`src/rtl/serial_word_loader.sv`:
```
// Serial-to-parallel word loader: assembles DATA_WIDTH serial bits into a word
// and presents it downstream with a valid/ready handshake and a sticky overrun flag.
module serial_word_loader #(
    parameter int DATA_WIDTH = 8,
    parameter bit MSB_FIRST  = 1'b1
) (
    input  logic                  CLK,
    input  logic                  RST,
    input  logic                  START,
    input  logic                  SIN,
    input  logic                  SIN_VALID,
    output logic [DATA_WIDTH-1:0] DATA_OUT,
    output logic                  DATA_VALID,
    input  logic                  DATA_READY,
    output logic                  BUSY,
    output logic                  OVERRUN,
    input  logic                  CLEAR_OVERRUN
);

    localparam int CW = (DATA_WIDTH > 1) ? $clog2(DATA_WIDTH) : 1;
    localparam logic [CW-1:0] LAST_BIT = CW'(DATA_WIDTH - 1);

    typedef enum logic [1:0] {
        IDLE,
        SHIFT,
        HOLD
    } state_t;

    state_t                state, state_next;
    logic [DATA_WIDTH-1:0] shift_reg, shift_next, shifted, data_next;
    logic [CW-1:0]         cnt, cnt_next;
    logic                  valid_next, overrun_next;

    // Shift register with the current SIN inserted in the configured bit order.
    always_comb begin
        shifted = shift_reg;
        if (MSB_FIRST) begin
            for (int i = DATA_WIDTH - 1; i > 0; i--) shifted[i] = shift_reg[i-1];
            shifted[0] = SIN;
        end else begin
            for (int i = 0; i < DATA_WIDTH - 1; i++) shifted[i] = shift_reg[i+1];
            shifted[DATA_WIDTH-1] = SIN;
        end
    end

    // NOTE: every output of this block gets a default first so no latch is inferred.
    always_comb begin
        state_next   = state;
        shift_next   = shift_reg;
        cnt_next     = cnt;
        data_next    = DATA_OUT;
        valid_next   = DATA_VALID;
        overrun_next = CLEAR_OVERRUN ? 1'b0 : OVERRUN;

        case (state)
            IDLE: begin
                if (START) begin
                    state_next = SHIFT;
                    cnt_next   = '0;
                    shift_next = '0;
                end
            end
            SHIFT: begin
                if (START) begin
                    cnt_next   = '0;
                    shift_next = '0;
                end else if (SIN_VALID) begin
                    shift_next = shifted;
                    if (cnt == LAST_BIT) begin
                        data_next  = shifted;
                        valid_next = 1'b1;
                        cnt_next   = '0;
                        state_next = HOLD;
                    end else begin
                        cnt_next = cnt + CW'(1);
                    end
                end
            end
            HOLD: begin
                if (DATA_READY) begin
                    valid_next = 1'b0;
                    if (START) begin
                        state_next = SHIFT;
                        cnt_next   = '0;
                        shift_next = '0;
                    end else begin
                        state_next = IDLE;
                    end
                end else if (START) begin
                    // A set on the same cycle as a clear wins.
                    overrun_next = 1'b1;
                end
            end
            default: state_next = IDLE;
        endcase
    end

    // NOTE: sequential state uses non-blocking assignments so all registers update together.
    always_ff @(posedge CLK or posedge RST) begin
        if (RST) begin
            state      <= IDLE;
            shift_reg  <= '0;
            cnt        <= '0;
            DATA_OUT   <= '0;
            DATA_VALID <= 1'b0;
            OVERRUN    <= 1'b0;
        end else begin
            state      <= state_next;
            shift_reg  <= shift_next;
            cnt        <= cnt_next;
            DATA_OUT   <= data_next;
            DATA_VALID <= valid_next;
            OVERRUN    <= overrun_next;
        end
    end

    assign BUSY = (state == SHIFT);

endmodule

```
`config.mk`:
```
export PLATFORM = sky130hd
export DESIGN_NAME = serial_word_loader
export DESIGN_NICKNAME = d
export VERILOG_FILES = /design/src/rtl/serial_word_loader.sv
export SDC_FILE = /design/constraint.sdc
export NUM_CORES = 1
export LEC_CHECK = 0
export ABC_AREA = 1
export BUFFER_PORTS_ARGS = -buffer_cell sky130_fd_sc_hd__buf_2
export CORE_MARGIN = 8
export CORE_UTILIZATION = 45
export DETAILED_ROUTE_END_ITERATION = 10
export PLACE_DENSITY = 0.74
export REMOVE_ABC_BUFFERS = 1
export SLEW_MARGIN = 0
export SYNTH_ARGS = -nofsm -noshare
export SYNTH_HDL_FRONTEND = slang
export SYNTH_SLANG_ARGS = --single-unit
```
`constraint.sdc`:
```
create_clock -name CLK -period 1.2 [get_ports CLK]
set_input_delay 0 -clock CLK [delete_from_list [all_inputs] [get_ports CLK]]
set_output_delay 0 -clock CLK [all_outputs]
set_load 0.005 [all_outputs]
```
==> report_table.html <==
<table>
<tr><th>Metric</th><th>Value</th></tr>
<tr><th colspan="2">Critical path</th></tr>
<tr><td>Endpoint required time on the critical path</td><td>1.46 ns</td></tr>
<tr><td>Crit-path max FO</td><td>9</td></tr>
<tr><td>Worst path buffer plus inverter count</td><td>2</td></tr>
<tr><td>Kind of critical path</td><td>reg2reg</td></tr>
<tr><td>Worst path arrival time</td><td>between 1 and 1.5 ns</td></tr>
<tr><td>Library cell contributing the largest single delay on the critical path</td><td>dfrtp_1</td></tr>
<tr><td>Maximum cell stage delay along the critical path</td><td>~0.44 ns</td></tr>
<tr><td>CP Cell Sequence</td><td>inv_2 &gt; nand2_4 &gt; nor2_8 &gt; buf_12 &gt; nand2_1 &gt; o21ai_1</td></tr>
<tr><td>Capturing element type of the critical path</td><td>register</td></tr>
<tr><td>Delay-heaviest family, CP</td><td>flip-flops</td></tr>
<tr><td>Crit path launch type</td><td>register</td></tr>
<tr><th colspan="2">Placed design</th></tr>
<tr><td>Instance area after placement</td><td>between 1000 and 1500 um^2</td></tr>
<tr><td>Final weighted congestion of routability-driven global placement</td><td>~0.82</td></tr>
<tr><td>Buffers added on ports</td><td>17</td></tr>
<tr><td>Detailed placement HPWL</td><td>between 1000 and 1500 um</td></tr>
<tr><th colspan="2">Synth</th></tr>
<tr><td>Number of storage elements in the synthesis netlist</td><td>22</td></tr>
<tr><td>Ys flop type</td><td>dfrtp_1</td></tr>
<tr><td>Share of synthesized flip-flops with an asynchronous set or reset</td><td>1.00</td></tr>
<tr><td>Share of synthesized area occupied by flip-flops and latches</td><td>0.549</td></tr>
<tr><td>Gate count after technology mapping</td><td>about 110</td></tr>
<tr><td>Post-Syn Area per Cell</td><td>~9.3 um^2</td></tr>
<tr><td>Count of different cell masters after synthesis</td><td>20</td></tr>
<tr><td>Mapped cell area</td><td>about 1000 um^2</td></tr>
<tr><td>EDFF count, synth</td><td>0</td></tr>
<tr><td>Warning count from the yosys run</td><td>0</td></tr>
<tr><th colspan="2">Finish</th></tr>
<tr><td>Number of antenna cells inserted</td><td>0</td></tr>
<tr><td>Leading cell types in the layout, fill and taps excluded</td><td>nand2_1, dfrtp_1, buf_2</td></tr>
<tr><td>Number of nets in the layout</td><td>approximately 150</td></tr>
<tr><td>Leading cell type in the layout, fill and taps excluded</td><td>nand2_1</td></tr>
<tr><td>Final Util</td><td>0.610</td></tr>
<tr><td>Finished Cell Area</td><td>~1300 um^2</td></tr>
<tr><td>Filler cells</td><td>between 150 and 200</td></tr>
<tr><td>Number of flip-flops in the largest register</td><td>8</td></tr>
<tr><td>Share of post-route cells with drive strength above 1</td><td>0.314</td></tr>
<tr><td>Area growth, synth to finish</td><td>30.8%</td></tr>
<tr><th colspan="2">Drt</th></tr>
<tr><td>Routed via count divided by cell count</td><td>approximately 4.8</td></tr>
<tr><td>Post-route ant nets</td><td>0</td></tr>
<tr><td>DRC</td><td>0</td></tr>
<tr><td>Routed wire length</td><td>between 2000 and 2500 um</td></tr>
<tr><td>Wire per inst</td><td>~13 um</td></tr>
<tr><td>Count of TritonRoute iterations in the first routing pass</td><td>4</td></tr>
<tr><td>Vias post-DR</td><td>796</td></tr>
<tr><td>Initial detailed-routing violation count</td><td>24</td></tr>
<tr><th colspan="2">STA</th></tr>
<tr><td>Post-route setup TNS</td><td>0 ns</td></tr>
<tr><td>Final critical-path required period</td><td>between 1 and 1.5 ns</td></tr>
<tr><td>Max frequency</td><td>0.867 GHz</td></tr>
<tr><td>Setup-violating endpoint count in the final report</td><td>0</td></tr>
<tr><td>Slew margin rel.</td><td>0.816</td></tr>
<tr><td>Final-report hold violation count</td><td>0</td></tr>
<tr><td>Slew at the pin with the worst max-slew slack</td><td>between 0.2 and 0.3 ns</td></tr>
<tr><td>Period Utilization, post-route</td><td>0.961</td></tr>
<tr><td>Unrepaired setup endpoints after global routing</td><td>yes</td></tr>
<tr><td>Layout Skew</td><td>about 0.0088 ns</td></tr>
<tr><td>Max-slew violation count</td><td>0</td></tr>
<tr><td>Final hold slack</td><td>approximately 0.025 ns</td></tr>
<tr><th colspan="2">Outcome</th></tr>
<tr><td>Status</td><td>finished, final reports clean</td></tr>
<tr><th colspan="2">Power and ir drop</th></tr>
<tr><td>Maximum resistive drop on vdd</td><td>569 uV</td></tr>
<tr><td>Lkg Pwr</td><td>0.634 nW</td></tr>
<tr><td>Power per Cell Area</td><td>between 1000 and 1500 nW/um^2</td></tr>
<tr><th colspan="2">Clocking</th></tr>
<tr><td>Clock-pin slew on the worst setup and hold paths</td><td>around 0.13 ns</td></tr>
<tr><td>TritonCTS Buffers</td><td>3</td></tr>
<tr><td>CTS root buf</td><td>clkbuf_4</td></tr>
<tr><td>Number of clock sinks seen by CTS</td><td>22</td></tr>
<tr><td>Worst-case clock buffer depth</td><td>2</td></tr>
<tr><td>Count of buffers added by post-CTS timing repair for setup</td><td>0</td></tr>
<tr><td>Clock latency at the later pin of the worst-skew pair</td><td>between 0.3 and 0.4 ns</td></tr>
<tr><td>H-tree depth</td><td>1</td></tr>
<tr><td>CTS tree</td><td>yes</td></tr>
<tr><th colspan="2">Die</th></tr>
<tr><td>Number of ports placed on the die boundary</td><td>18</td></tr>
<tr><td>DIE HEIGHT</td><td>between 60 and 70 um</td></tr>
<tr><td>Placeable core region</td><td>roughly 2100 um^2</td></tr>
<tr><td>Floorplan row count</td><td>17</td></tr>
<tr><td>Initial Utilization</td><td>0.467</td></tr>
<tr><td>Overall die area</td><td>3990 um^2</td></tr>
<tr><td>Die W</td><td>63.2 um</td></tr>
<tr><th colspan="2">Min path</th></tr>
<tr><td>Type of the most critical hold path</td><td>in2reg</td></tr>
<tr><th colspan="2">Flow run</th></tr>
<tr><td>Number of max-cap violations</td><td>0</td></tr>
<tr><th colspan="2">Global routing</th></tr>
<tr><td>Total overflow reported by the global router</td><td>0</td></tr>
<tr><td>Initial antenna violation count</td><td>0</td></tr>
<tr><td>Global-route wire length before repair</td><td>~3500 um</td></tr>
<tr><td>Overall routing resource usage</td><td>0.107</td></tr>
<tr><td>Largest net degree at the start of global routing</td><td>23</td></tr>
<tr><td>Number of global-route vias before repair</td><td>around 750</td></tr>
</table>
==> kinds of logic (layout without fill, tap and decap cells) <==
kind of cell / after synthesis / after routing / synth area share
adder cells (fa/ha/maj): 3 / 3 / 0.0375
buffers and inverters: 14 / 42 / 0.0687
AND/OR/NAND/NOR: 47 / 48 / 0.221
AO/OA/AOI/OAI: 22 / 22 / 0.124
flip-flops: 22 / 22 / 0.549
==> synthesized netlist by cell type, types with 2 or more instances <==
library cell / n / area [um^2]
o21ai_2: 3 / 26.3
nand2_1: 35 / 131
nor2_1: 4 / 15.0
nand3b_1: 2 / 15.0
dfrtp_1: 22 / 551
buf_6: 2 / 22.5
o21ai_1: 12 / 60.1
o21ai_0: 5 / 25.0
ha_1: 3 / 37.5
inv_1: 10 / 37.5
==> layer usage <==
metal / GRT usage / vias to the layer above / share of wire
met4: 0.0752 / 0 / 0.028
met1: 0.131 / 365 / 0.46
met2: 0.166 / 20 / 0.47
li1: - / 406 / -
met5: 0 / - / 0
met3: 0.0177 / 5 / 0.049
==> worst min-delay path, cell delays in order <==
cell,delay (ns)
buf_2,0.09
inv_1,0.08
nor3_1,0.05
nor2_1,0.09
==> stage by stage <==
| step | std cells | worst slack, ns | total power [W] |
|---|---|---|---|
| after global routing | 165 | -0.0369 | 0.00145 |
| after CTS | 165 | -0.0167 | 0.00138 |
| after global placement | 156 | -0.00144 | 0.000941 |
| after floorplan | 105 | 0.0192 | 0.000875 |
| after detailed placement | 156 | -0.0397 | 0.000948 |
| final | 165 | 0.0465 | 0.00138 |
==> final cells by class <==
class,instances,area [um^2],share of cell area
repair buffers,27,195,0.149
inverters,11,41.3,0.0315
clock buffers,4,36.3,0.0277
well taps,28,35.0,0.0267
flip-flops and latches,22,552,0.421
multi-input cells,73,452,0.344
==> where the power goes <==
group	total [W]	internal (W)	leakage, nW	switching (W)
logic	0.000172	0.0000833	0.315	0.0000884
registers	0.000795	0.000769	0.298	0.0000257
clock network	0.000417	0.000185	0.0210	0.000232
total	0.00138	0.00104	0.634	0.000346
==> worst paths after layout <==
kind | start | to | slack, ns | cells after the start
worst max-delay path | state[1] | shift_reg[6] | 0.05 | 6
worst min-delay path | DATA_READY | DATA_VALID | 0.02 | 4
worst max register to register | state[1] | shift_reg[6] | 0.05 | 6
worst min register to register | DATA_OUT[2] | DATA_OUT[2] | 0.49 | 2
max in group asynchronous | RST | state[0] | 0.73 | 4
min in group asynchronous | RST | OVERRUN | 0.24 | 4
==> repair_timing <==
item,in CTS,in global routing
pin swaps,3,8
hold buffers,4,0
gates resized for setup,8,9
setup endpoints to repair,10,20
hold endpoints to repair,26,0
gates cloned,1,0
No activity file was read; power rests on OpenSTA's default activity.
